==> src/rtl/calc1_rr_scheduler_if.sv <==
// Bundle of the four calc1 requester/response ports and the shared ALU issue/complete signals.
// The scheduler takes the slave side; the environment (requesters plus ALU) takes the master side.
interface calc1_rr_scheduler_if #(
    parameter int unsigned DATA_W = 32,
    parameter int unsigned CMD_W  = 4
);
    logic [0:CMD_W-1]  req1_cmd_in,  req2_cmd_in,  req3_cmd_in,  req4_cmd_in;
    logic [0:DATA_W-1] req1_data_in, req2_data_in, req3_data_in, req4_data_in;
    logic [0:1]        out_resp1, out_resp2, out_resp3, out_resp4;
    logic [0:DATA_W-1] out_data1, out_data2, out_data3, out_data4;

    logic              alu_start;
    logic [0:CMD_W-1]  alu_cmd;
    logic [0:DATA_W-1] alu_op1, alu_op2;
    logic              alu_done;
    logic [0:1]        alu_resp;
    logic [0:DATA_W-1] alu_data;

    modport master (
        output req1_cmd_in, req2_cmd_in, req3_cmd_in, req4_cmd_in,
        output req1_data_in, req2_data_in, req3_data_in, req4_data_in,
        input  out_resp1, out_resp2, out_resp3, out_resp4,
        input  out_data1, out_data2, out_data3, out_data4,
        input  alu_start, alu_cmd, alu_op1, alu_op2,
        output alu_done, alu_resp, alu_data
    );

    modport slave (
        input  req1_cmd_in, req2_cmd_in, req3_cmd_in, req4_cmd_in,
        input  req1_data_in, req2_data_in, req3_data_in, req4_data_in,
        output out_resp1, out_resp2, out_resp3, out_resp4,
        output out_data1, out_data2, out_data3, out_data4,
        output alu_start, alu_cmd, alu_op1, alu_op2,
        input  alu_done, alu_resp, alu_data
    );
endinterface

==> src/rtl/calc1_rr_scheduler.sv <==
// Four calc1 requester ports sharing one single-issue ALU through a round-robin arbiter.
// ALU issue and port responses are decoded from registered state only.
module calc1_rr_scheduler (
    input  logic                  c_clk,
    input  logic [1:7]            reset,
    calc1_rr_scheduler_if.slave   bus
);
    localparam int unsigned DATA_W  = 32;
    localparam int unsigned CMD_W   = 4;
    localparam int unsigned N_PORTS = 4;

    typedef enum logic [1:0] {ST_IDLE, ST_OP2, ST_PEND, ST_RESP} state_t;

    logic                 w_rst;
    logic [0:CMD_W-1]     w_cmd       [N_PORTS];
    logic [0:DATA_W-1]    w_din       [N_PORTS];
    state_t               r_state     [N_PORTS];
    state_t               w_state_nxt [N_PORTS];
    logic [0:CMD_W-1]     r_cmd       [N_PORTS];
    logic [0:DATA_W-1]    r_op1       [N_PORTS];
    logic [0:DATA_W-1]    r_op2       [N_PORTS];
    logic [0:1]           r_rsp       [N_PORTS];
    logic [0:DATA_W-1]    r_rdata     [N_PORTS];
    logic [0:1]           w_resp      [N_PORTS];
    logic [0:DATA_W-1]    w_dout      [N_PORTS];
    logic [N_PORTS-1:0]   w_done_hit;
    logic                 r_busy;
    logic [1:0]           r_gnt;
    logic [1:0]           r_ptr;
    logic                 w_issue;
    logic [1:0]           w_gnt_idx;

    // Bits 2..7 of reset carry no meaning.
    assign w_rst = reset[1] | (1'b0 & (^reset[2:7]));

    assign w_cmd[0] = bus.req1_cmd_in;   assign w_din[0] = bus.req1_data_in;
    assign w_cmd[1] = bus.req2_cmd_in;   assign w_din[1] = bus.req2_data_in;
    assign w_cmd[2] = bus.req3_cmd_in;   assign w_din[2] = bus.req3_data_in;
    assign w_cmd[3] = bus.req4_cmd_in;   assign w_din[3] = bus.req4_data_in;

    assign bus.out_resp1 = w_resp[0];    assign bus.out_data1 = w_dout[0];
    assign bus.out_resp2 = w_resp[1];    assign bus.out_data2 = w_dout[1];
    assign bus.out_resp3 = w_resp[2];    assign bus.out_data3 = w_dout[2];
    assign bus.out_resp4 = w_resp[3];    assign bus.out_data4 = w_dout[3];

    function automatic logic f_cmd_valid(input logic [0:CMD_W-1] cmd);
        return (cmd == CMD_W'(1)) || (cmd == CMD_W'(2)) ||
               (cmd == CMD_W'(5)) || (cmd == CMD_W'(6));
    endfunction

    // First PEND port at or after the pointer, only while no operation is outstanding.
    always_comb begin
        w_issue   = 1'b0;
        w_gnt_idx = r_ptr;
        for (int k = 0; k < int'(N_PORTS); k++) begin
            if (!r_busy && !w_issue && r_state[2'(r_ptr + 2'(k))] == ST_PEND) begin
                w_issue   = 1'b1;
                w_gnt_idx = 2'(r_ptr + 2'(k));
            end
        end
    end

    always_comb begin
        for (int i = 0; i < int'(N_PORTS); i++) begin
            w_done_hit[i] = r_busy && bus.alu_done && (r_gnt == 2'(i)) &&
                            (r_state[i] == ST_PEND);
        end
    end

    always_ff @(posedge c_clk) begin
        for (int i = 0; i < int'(N_PORTS); i++) begin
            if (w_rst) r_state[i] <= ST_IDLE;
            else       r_state[i] <= w_state_nxt[i];
        end
    end

    always_comb begin
        for (int i = 0; i < int'(N_PORTS); i++) begin
            w_state_nxt[i] = r_state[i];
            case (r_state[i])
                ST_IDLE: if (w_cmd[i] != '0) w_state_nxt[i] = ST_OP2;
                ST_OP2:  w_state_nxt[i] = f_cmd_valid(r_cmd[i]) ? ST_PEND : ST_RESP;
                ST_PEND: if (w_done_hit[i]) w_state_nxt[i] = ST_RESP;
                ST_RESP: w_state_nxt[i] = ST_IDLE;
                default: w_state_nxt[i] = ST_IDLE;
            endcase
        end
    end

    always_comb begin
        bus.alu_start = w_issue;
        bus.alu_cmd   = '0;
        bus.alu_op1   = '0;
        bus.alu_op2   = '0;
        if (w_issue) begin
            bus.alu_cmd = r_cmd[w_gnt_idx];
            bus.alu_op1 = r_op1[w_gnt_idx];
            bus.alu_op2 = r_op2[w_gnt_idx];
        end
        for (int i = 0; i < int'(N_PORTS); i++) begin
            w_resp[i] = '0;
            w_dout[i] = '0;
            if (r_state[i] == ST_RESP) begin
                w_resp[i] = r_rsp[i];
                w_dout[i] = r_rdata[i];
            end
        end
    end

    // Request capture, response capture and arbiter bookkeeping.
    always_ff @(posedge c_clk) begin
        if (w_rst) begin
            r_busy <= 1'b0;
            r_gnt  <= '0;
            r_ptr  <= '0;
            for (int i = 0; i < int'(N_PORTS); i++) begin
                r_cmd[i]   <= '0;
                r_op1[i]   <= '0;
                r_op2[i]   <= '0;
                r_rsp[i]   <= '0;
                r_rdata[i] <= '0;
            end
        end else begin
            for (int i = 0; i < int'(N_PORTS); i++) begin
                if (r_state[i] == ST_IDLE && w_cmd[i] != '0) begin
                    r_cmd[i] <= w_cmd[i];
                    r_op1[i] <= w_din[i];
                end
                if (r_state[i] == ST_OP2) begin
                    r_op2[i] <= w_din[i];
                    if (!f_cmd_valid(r_cmd[i])) begin
                        r_rsp[i]   <= 2'd2;
                        r_rdata[i] <= '0;
                    end
                end
                if (w_done_hit[i]) begin
                    r_rsp[i]   <= bus.alu_resp;
                    r_rdata[i] <= (bus.alu_resp == 2'd1) ? bus.alu_data : '0;
                end
            end
            if (w_issue) begin
                r_busy <= 1'b1;
                r_gnt  <= w_gnt_idx;
                r_ptr  <= 2'(w_gnt_idx + 2'd1);
            end else if (bus.alu_done) begin
                r_busy <= 1'b0;
            end
        end
    end
endmodule

==> src/flat_wrapper.sv <==
// flat-port wrapper written by rule: the top's interface ports become plain ports
module calc1_rr_scheduler_flat 
  (c_clk, reset, bus_req1_cmd_in, bus_req2_cmd_in, bus_req3_cmd_in, bus_req4_cmd_in, bus_req1_data_in, bus_req2_data_in, bus_req3_data_in, bus_req4_data_in, bus_out_resp1, bus_out_resp2, bus_out_resp3, bus_out_resp4, bus_out_data1, bus_out_data2, bus_out_data3, bus_out_data4, bus_alu_start, bus_alu_cmd, bus_alu_op1, bus_alu_op2, bus_alu_done, bus_alu_resp, bus_alu_data);
  calc1_rr_scheduler_if bus_i ();
  input  logic c_clk;
  input  logic [1:7] reset;
  input wire logic [$bits(bus_i.req1_cmd_in)-1:0] bus_req1_cmd_in;
  input wire logic [$bits(bus_i.req2_cmd_in)-1:0] bus_req2_cmd_in;
  input wire logic [$bits(bus_i.req3_cmd_in)-1:0] bus_req3_cmd_in;
  input wire logic [$bits(bus_i.req4_cmd_in)-1:0] bus_req4_cmd_in;
  input wire logic [$bits(bus_i.req1_data_in)-1:0] bus_req1_data_in;
  input wire logic [$bits(bus_i.req2_data_in)-1:0] bus_req2_data_in;
  input wire logic [$bits(bus_i.req3_data_in)-1:0] bus_req3_data_in;
  input wire logic [$bits(bus_i.req4_data_in)-1:0] bus_req4_data_in;
  output wire logic [$bits(bus_i.out_resp1)-1:0] bus_out_resp1;
  output wire logic [$bits(bus_i.out_resp2)-1:0] bus_out_resp2;
  output wire logic [$bits(bus_i.out_resp3)-1:0] bus_out_resp3;
  output wire logic [$bits(bus_i.out_resp4)-1:0] bus_out_resp4;
  output wire logic [$bits(bus_i.out_data1)-1:0] bus_out_data1;
  output wire logic [$bits(bus_i.out_data2)-1:0] bus_out_data2;
  output wire logic [$bits(bus_i.out_data3)-1:0] bus_out_data3;
  output wire logic [$bits(bus_i.out_data4)-1:0] bus_out_data4;
  output wire logic [$bits(bus_i.alu_start)-1:0] bus_alu_start;
  output wire logic [$bits(bus_i.alu_cmd)-1:0] bus_alu_cmd;
  output wire logic [$bits(bus_i.alu_op1)-1:0] bus_alu_op1;
  output wire logic [$bits(bus_i.alu_op2)-1:0] bus_alu_op2;
  input wire logic [$bits(bus_i.alu_done)-1:0] bus_alu_done;
  input wire logic [$bits(bus_i.alu_resp)-1:0] bus_alu_resp;
  input wire logic [$bits(bus_i.alu_data)-1:0] bus_alu_data;
  assign bus_i.req1_cmd_in = bus_req1_cmd_in;
  assign bus_i.req2_cmd_in = bus_req2_cmd_in;
  assign bus_i.req3_cmd_in = bus_req3_cmd_in;
  assign bus_i.req4_cmd_in = bus_req4_cmd_in;
  assign bus_i.req1_data_in = bus_req1_data_in;
  assign bus_i.req2_data_in = bus_req2_data_in;
  assign bus_i.req3_data_in = bus_req3_data_in;
  assign bus_i.req4_data_in = bus_req4_data_in;
  assign bus_out_resp1 = bus_i.out_resp1;
  assign bus_out_resp2 = bus_i.out_resp2;
  assign bus_out_resp3 = bus_i.out_resp3;
  assign bus_out_resp4 = bus_i.out_resp4;
  assign bus_out_data1 = bus_i.out_data1;
  assign bus_out_data2 = bus_i.out_data2;
  assign bus_out_data3 = bus_i.out_data3;
  assign bus_out_data4 = bus_i.out_data4;
  assign bus_alu_start = bus_i.alu_start;
  assign bus_alu_cmd = bus_i.alu_cmd;
  assign bus_alu_op1 = bus_i.alu_op1;
  assign bus_alu_op2 = bus_i.alu_op2;
  assign bus_i.alu_done = bus_alu_done;
  assign bus_i.alu_resp = bus_alu_resp;
  assign bus_i.alu_data = bus_alu_data;
  calc1_rr_scheduler u_core (.c_clk(c_clk), .reset(reset), .bus(bus_i));
endmodule
==> config.mk <==
export PLATFORM = sky130hd
export DESIGN_NAME = calc1_rr_scheduler_flat
export DESIGN_NICKNAME = d
export VERILOG_FILES = /design/src/rtl/calc1_rr_scheduler_if.sv /design/src/rtl/calc1_rr_scheduler.sv /design/src/flat_wrapper.sv
export SDC_FILE = /design/constraint.sdc
export NUM_CORES = 1
export LEC_CHECK = 0
export ABC_CLOCK_PERIOD_IN_PS = 2700
export CAP_MARGIN = 20
export CORE_MARGIN = 5
export CORE_UTILIZATION = 47
export DETAILED_ROUTE_END_ITERATION = 8
export GPL_TIMING_DRIVEN = 0
export PLACE_DENSITY = 0.77
export RECOVER_POWER = 50
export SLEW_MARGIN = 20
export SYNTH_ARGS = -nofsm -noshare
export SYNTH_HDL_FRONTEND = slang
export SYNTH_SLANG_ARGS = --single-unit
==> constraint.sdc <==
create_clock -name c_clk -period 2.7 [get_ports c_clk]
set_clock_uncertainty 0.15 [all_clocks]
set_input_delay 0.54 -clock c_clk [delete_from_list [all_inputs] [get_ports c_clk]]
set_output_delay 0.54 -clock c_clk [all_outputs]
set_load 0.01 [all_outputs]
==> results of run 1 <==
## registers in the layout (all words and copies together) (netlist names), named ones only
name / cells
u_core.r_op1: 128
u_core.r_op2: 128
u_core.r_rdata: 128
u_core.r_cmd: 16
u_core.r_rsp: 8
u_core.r_state: 8
u_core.r_gnt: 2
u_core.r_ptr: 2
u_core.r_busy: 1
## report_power, final
group	switching, uW	leakage [uW]	internal [uW]
Combinational	10200	0.00590	7970
Sequential	1010	0.00453	9930
Clock	2660	0.000685	3330
## synth_stat cells, types with 2 or more instances
cell type,instances
edfxtp_1,408
o2111ai_1,2
nor2b_1,8
or3_1,3
buf_6,5
buf_2,28
o21bai_1,4
and2_1,392
mux2i_1,3
or4_1,4
nor2_1,157
a311oi_1,48
mux4_2,3
o21a_1,2
or2_2,4
o21ai_0,6
o211ai_1,4
inv_1,11
a211oi_1,2
and4b_1,3
ha_1,19
and3_1,86
nand2b_1,5
nand3_1,71
a311oi_2,20
dfxtp_1,15
and3b_1,2
xnor2_1,4
a2111oi_0,48
nor4bb_1,2
a2111oi_2,20
inv_2,2
nor3_1,8
a221oi_1,2
nand2_1,119
clkbuf_1,95
buf_4,6
a21oi_1,9
## repair_timing
action	in CTS	in global routing
setup buffers	34	37
pin swaps	43	75
resized for setup	615	345
setup endpoints to repair	339	255
cloned	4	7
## worst reg2reg max path, stage by stage, from the launching register on
cell and delay [ns]:
dfxtp_4 0.36, clkbuf_1 0.18, inv_1 0.16, ha_1 0.26, nand2_1 0.11, nor2_1 0.85
clkbuf_1 0.56, and2_1 0.25
## per-stage QoR
step / hold WS [ns] / util [%]
after floorplan: 0.347 / -
after global placement: 0.400 / 60.2
after detailed placement: 0.400 / 60.7
after CTS: 0.413 / 68.3
after global routing: 0.454 / 70.4
final: 0.439 / 70.4
## cells by family after synthesis
logic type                 count (synthesis)  share of synthesized area (%)
xor gates and xnor gates                   4                          0.175
adders and majority gates                 19                           1.19
DFF                                      423                           62.7
muxes                                      7                          0.543
AOI/OAI and AO/OA                        177                           8.68
and+or+nand+nor                          870                           23.5
buffers and inverters                    147                           3.23
## per-layer routing
metal	track usage [%]	vias to the layer above	wire length, um
li1	-	7033	-
met1	35.0	7999	25800
met2	50.9	1092	37300
met4	11.5	2	4010
met3	9.71	232	8630
met5	0	-	7
## final timing paths
path | end | slack, ns | cells after the start
worst max-delay path | bus_alu_op2[22] | -1.25 | 12
worst min register to register | u_core.r_gnt[1]$_SDFFE_PP0P_ | 0.44 | 2
worst min-delay path | u_core.r_gnt[1]$_SDFFE_PP0P_ | 0.44 | 2
worst max register to register | u_core.r_op1[1][29]$_SDFFCE_PN0P_ | -0.30 | 7
## layout make-up
| type | count | share of cell area [%] |
|---|---|---|
| Sequential cell | 423 | 42.5 |
| Clock inverter | 29 | 0.706 |
| Clock buffer | 55 | 4.00 |
| Multi-Input combinational cell | 1077 | 30.7 |
| Inverter | 13 | 0.173 |
| Timing Repair Buffer | 473 | 15.1 |
| Buffer | 130 | 4.53 |
| Tap cell | 539 | 2.28 |
| Antenna cell | 5 | 0.0423 |
==> metrics.csv, run 1 <==
stage,metric,value,unit
run_status,run_status,finished with violations,
run_status,failed_checks,setup timing,
floorplan,fp.dieH,216,um
logic_synthesis,syn-num-nets,1853,
logic_synthesis,synth_top_area_cell,edfxtp_1,
sta,setup_viol,253,
logic_synthesis,synth_top_area_share,61.2,%
floorplan,initial_core_util,47.6,%
logic_synthesis,synth_area,20000,sq um
power_and_ir_drop,power_density,1180,nW/um^2
cells_and_area,n_fill_cell,2751,
grt,antenna_found_initial,4,
job,drv_cap,0,
sta,hold_viol,0,
clock_tree,htree_num_levels,2,
logic_synthesis,synthDistinctLibCells,55,
logic_synthesis,syn_area_per_cell,12.2,sq um
setup_path,critPathBufInv,6,
routing,vias_per_cell,5.96,
grt,grt-ovfl-total,0,
clock_tree,cts_root_buffer,clkbuf_16,
routing,routed_wl,75.7,mm
clock_tree,clkTransAtPathRegs,0.06,ns
clock_tree,clock_latency,0.59,ns
setup_path,cpPeakStageDelay,0.53,ns
min_path,hold_class,reg2reg,
setup_path,arrival,3.26,ns
setup_path,crit_chain,nor2b_4 -> mux4_2 -> buf_6 -> nor2_4 -> a21oi_4 -> or2_1 -> buf_8 -> buf_12 -> buf_12 -> buf_12 -> a311oi_4 -> buf_2,
place,preCtsSetupSlack,-1.41,ns
place,place_congestion,0.888,
cells_and_area,layout_commonest_cell,edfxtp_1,
logic_synthesis,synth_edf_count,408,
clock_tree,clock_path_buffers,3,
routing,ant_nets,0,
setup_path,cpMostUsedCell,buf_12,
setup_path,cp-start-kind,register,
floorplan,die_w,216,um
cells_and_area,fin_area,29600,sq um
place,placed_cells,2579,
place,dp_hpwl,50.1,mm
sta,fin_ws,-1.25,ns
clock_tree,cts_tree,built,
logic_synthesis,ys.flop_type,edfxtp_1,
sta,relSlewSlack,25.7,%
cells_and_area,register_area,12600,sq um
min_path,hp-start,u_core.r_gnt[1]$_SDFFE_PP0P_,
cells_and_area,multiInputGateArea,9080,sq um
grt,track_usage,29.7,%
routing,first_pass_iters,6,
cells_and_area,layout_common_cells,"edfxtp_1, and2_1, clkdlybuf4s50_1",
setup_path,worstPathRequired,2.01,ns
cells_and_area,area_delta_synth_final,47.8,%
place,place_area,25500,sq um
logic_synthesis,synth_cells,1647,
floorplan,design.core.area,42000,sq um
setup_path,critPathTopFamily,buffers and inverters,
power_and_ir_drop,ir_worst_vdd,0.725,mV
sta,clock.fmax,0.253,GHz
place,portBuffers,385,
sta,slew_violations,0,
clock_tree,clock-sinks,423,
floorplan,dieArea,46800,sq um
routing,drc,0,
logic_synthesis,synth-warning-count,0,
logic_synthesis,ys_ff_latch,423,
logic_synthesis,seq_area_frac_synth,62.7,%
logic_synthesis,ys_top_cells_by_area,"edfxtp_1, and2_1, nor2_1",
sta,finalSetupTns,-113.21,ns
power_and_ir_drop,p_leak,0.0111,uW
sta,tightest_slew,1.11,ns
setup_path,critPathLaunch,u_core.r_state[1][1]$_SDFFE_PP0P_,
clock_tree,cts-hold-fix-buffers,0,
sta,fin_crit_sh,146,%
setup_path,path_class,reg2out,
floorplan,row_count,75,
routing,drt_iter0_drc,1604,
cells_and_area,finalNetCount,2370,
power_and_ir_drop,power,35100,uW
setup_path,rr_startpoint,u_core.r_state[1][1]$_SDFFE_PP0P_,
grt,grt_first_pass_wirelength,105,mm
cells_and_area,drive_gt1_share,27.1,%
clock_tree,cts_buffers,46,
setup_path,cp_max_fo,6,
cells_and_area,final_cells,2744,
grt,grt_start_max_net_pins,33,
setup_path,end_kind,output pin,
floorplan,pin_count,392,
routing,wl_per_cell,27.6,um
routing,vias,16400,
logic_synthesis,async_flop_share,0,%
setup_path,slowest_stage,mux4_2,
sta,finalCriticalPeriod,3.95,ns
grt,grt_pass1_vias,16700,
sta,rsz0062_at_grt,true,
No activity file was read; power rests on OpenSTA's default activity.
==> run 2, diff against run 1 <==
CORE_MARGIN = 10   (was 5)
CORE_UTILIZATION = 49   (was 47)
CTS_BUF_LIST = sky130_fd_sc_hd__clkbuf_4   (was default)
PLACE_DENSITY = 0.79   (was 0.77)
==> metrics.csv, run 2 (synthesized netlist as in run 1, its figures left out) <==
stage,metric,value,unit,change
power_and_ir_drop,power_frac_clock,16.4,%,was 17.1%
setup_path,path_class,reg2out,,unchanged
setup_path,crit_chain,nor2b_1 -> mux4_2 -> buf_6 -> nor2_4 -> a21oi_4 -> or2_1 -> buf_8 -> clkbuf_16 -> buf_12 -> buf_12 -> a311oi_4 -> buf_2,,was nor2b_4 -> mux4_2 -> buf_6 -> nor2_4 -> a21oi_4 -> or2_1 -> buf_8 -> buf_12 -> buf_12 -> buf_12 -> a311oi_4 -> buf_2
grt,grt_start_max_net_pins,33,,unchanged
clock_tree,cts-hold-fix-buffers,0,,unchanged
setup_path,slowest_stage,mux4_2,,unchanged
sta,slew_violations,0,,unchanged
cells_and_area,final_cells,2806,,"was 2,744"
floorplan,pin_count,392,,unchanged
setup_path,critPathBufInv,6,,unchanged
min_path,hold_class,in2reg,,was reg2reg
floorplan,row_count,74,,was 75
power_and_ir_drop,p_int,20300,uW,"was 21,200 uW"
grt,grt_first_pass_wirelength,111,mm,was 105 mm
sta,relSlewSlack,28.9,%,was 25.7%
floorplan,initial_core_util,49.3,%,was 47.6%
setup_path,cp_max_fo,7,,was 6
cells_and_area,area_delta_synth_final,45.3,%,was 47.8%
cells_and_area,drive_gt1_share,26.8,%,was 27.1%
clock_tree,cts_tree,built,,unchanged
cells_and_area,layout_commonest_cell,edfxtp_1,,unchanged
clock_tree,clkTransAtPathRegs,0.07,ns,was 0.06 ns
place,dp_hpwl,52.2,mm,was 50.1 mm
sta,holdWs,0.238,ns,was 0.439 ns
routing,drt_iter0_drc,1700,,"was 1,604"
grt,track_usage,29.4,%,was 29.7%
setup_path,critPathTopFamily,buffers and inverters,,unchanged
sta,hold_viol,0,,unchanged
power_and_ir_drop,power_density,1170,nW/um^2,was 1180 nW/um^2
power_and_ir_drop,p_sw_share,40.5,%,was 39.5%
setup_path,worstPathRequired,2.01,ns,about the same
place,place_congestion,0.915,,was 0.888
sta,fin_crit_sh,152,%,was 146%
sta,rsz0062_at_grt,true,,unchanged
clock_tree,cts_buffers,108,,was 46
clock_tree,clock-sinks,423,,unchanged
place,portBuffers,385,,unchanged
cells_and_area,reg.largest.list,"u_core.r_op1: 128 flops, u_core.r_op2: 128 flops, u_core.r_rdata: 128 flops",,unchanged
floorplan,die_w,222,um,was 216 um
sta,fin_ws,-1.40,ns,was -1.25 ns
grt,antenna_found_initial,9,,was 4
run_status,run_status,finished with violations,,unchanged
clock_tree,htree_num_levels,3,,was 2
run_status,failed_checks,setup timing,,unchanged
place,placed_cells,2572,,"was 2,579"
setup_path,cp-start-kind,register,,unchanged
floorplan,fp.dieH,222,um,was 216 um
clock_tree,clock_latency,0.83,ns,was 0.59 ns
power_and_ir_drop,p_sw,13800,uW,about the same
routing,routed_wl,76.3,mm,was 75.7 mm
routing,first_pass_iters,7,,was 6
power_and_ir_drop,ir_worst_vdd,0.708,mV,was 0.725 mV
setup_path,cpPeakStageDelay,0.53,ns,about the same
routing,vias,16800,,"was 16,400"
power_and_ir_drop,combPwrFrac,51.7,%,about the same
routing,ant_nets,0,,unchanged
cells_and_area,layout_common_cells,"edfxtp_1, and2_1, clkdlybuf4s50_1",,unchanged
sta,tightest_slew,1.07,ns,was 1.11 ns
setup_path,end_kind,output pin,,unchanged
grt,grt_pass1_vias,17500,,"was 16,700"
sta,setup_viol,333,,was 253
cells_and_area,finalNetCount,2400,,"was 2,370"
job,drv_cap,0,,unchanged
sta,clock.fmax,0.244,GHz,was 0.253 GHz
floorplan,dieArea,49400,sq um,"was 46,800 sq um"
power_and_ir_drop,pwr-share-seq,31.9,%,was 31.2%
floorplan,design.core.area,40600,sq um,"was 42,000 sq um"
power_and_ir_drop,p_leak,0.0108,uW,was 0.0111 uW
routing,wl_per_cell,27.2,um,was 27.6 um
sta,finalCriticalPeriod,4.10,ns,was 3.95 ns
routing,vias_per_cell,5.99,,was 5.96
setup_path,cpMostUsedCell,buf_12,,unchanged
grt,grt-ovfl-total,0,,unchanged
clock_tree,clock_path_buffers,3,,unchanged
setup_path,arrival,3.41,ns,was 3.26 ns
clock_tree,cts_root_buffer,clkbuf_4,,was clkbuf_16
routing,drc,0,,unchanged
run 2: cell count changes in the layout (fill, tap and decap cells not counted), sizes merged:
| cell | change |
|---|---|
| inv | -1 |
| bufinv | +1 |
| dlygate4sd2 | -8 |
| clkinv | +10 |
| clkdlybuf4s15 | -15 |
| dlygate4sd3 | +1 |
| buf | -50 |
| clkdlybuf4s50 | +52 |
| diode | -2 |
| dlymetal6s2s | +1 |
| clkinvlp | -1 |
| clkbuf | +81 |
run 2: power by group through the flow:
stage | sequential, uW | clock, uW | combinational (uW)
floorplan | 10500 | 0 | 7770
global placement | 10700 | 0 | 12800
detailed placement | 10700 | 0 | 13200
CTS | 10700 | 5520 | 16400
global route | 11000 | 5930 | 18200
finish | 10900 | 5590 | 17600
run 2: area by class of cell:
| class | count | area, sq um |
|---|---|---|
| Inverter | 13 | 48.8 |
| Buffer | 133 | 1270 |
| Clock inverter | 38 | 226 |
| Antenna cell | 3 | 7.51 |
| Timing Repair Buffer | 438 | 4190 |
| Multi-Input combinational cell | 1077 | 9000 |
| Tap cell | 532 | 666 |
| Clock buffer | 149 | 1120 |
| Fill cell | 2608 | 11500 |
| Sequential cell | 423 | 12600 |
run 2: layer usage:
metal,vias to the layer above,global-route usage (%),wire [um]
met3,247,12.5,10100
met4,12,12.2,3140
met1,8218,31.6,25300
met5,-,0,69
li1,7148,-,-
met2,1181,49.9,37600
run 2: stage by stage:
step / util (%) / TNS, ns / instance area (sq um) / setup slack (ns) / power [uW]
after floorplan: - / -7.04 / 20800 / -0.131 / 18200
after global placement: 62.3 / -469.97 / 25300 / -1.41 / 23400
after detailed placement: 62.8 / -293.88 / 25500 / -1.46 / 23900
after CTS: 70.5 / -172.99 / 28700 / -1.44 / 32600
after global routing: 71.6 / -197.65 / 29100 / -1.49 / 35200
final: 71.6 / -166.30 / 29100 / -1.40 / 34100
run 2: what timing repair did:
item,in CTS,in global routing
pin swaps,46,37
setup buffers,28,14
endpoints found under the setup margin,214,371
cloned,4,3
endpoints found under the hold margin,0,0
gates resized for setup,593,128
run 2: path summary, 6_finish.rpt:
| kind | from | endpoint | slack, ns | cells after the start |
|---|---|---|---|---|
| min | bus_req2_data_in[0] | u_core.r_op1[1][0]$_SDFFCE_PN0P_ | 0.24 | 2 |
| max reg2reg | u_core.r_state[0][0]$_SDFFE_PP0P_ | u_core.r_rdata[0][20]$_SDFFCE_PN0P_ | -0.06 | 6 |
| min reg2reg | u_core.r_gnt[1]$_SDFFE_PP0P_ | u_core.r_gnt[1]$_SDFFE_PP0P_ | 0.42 | 2 |
| max | u_core.r_state[2][0]$_SDFFE_PP0P_ | bus_alu_op2[9] | -1.40 | 12 |
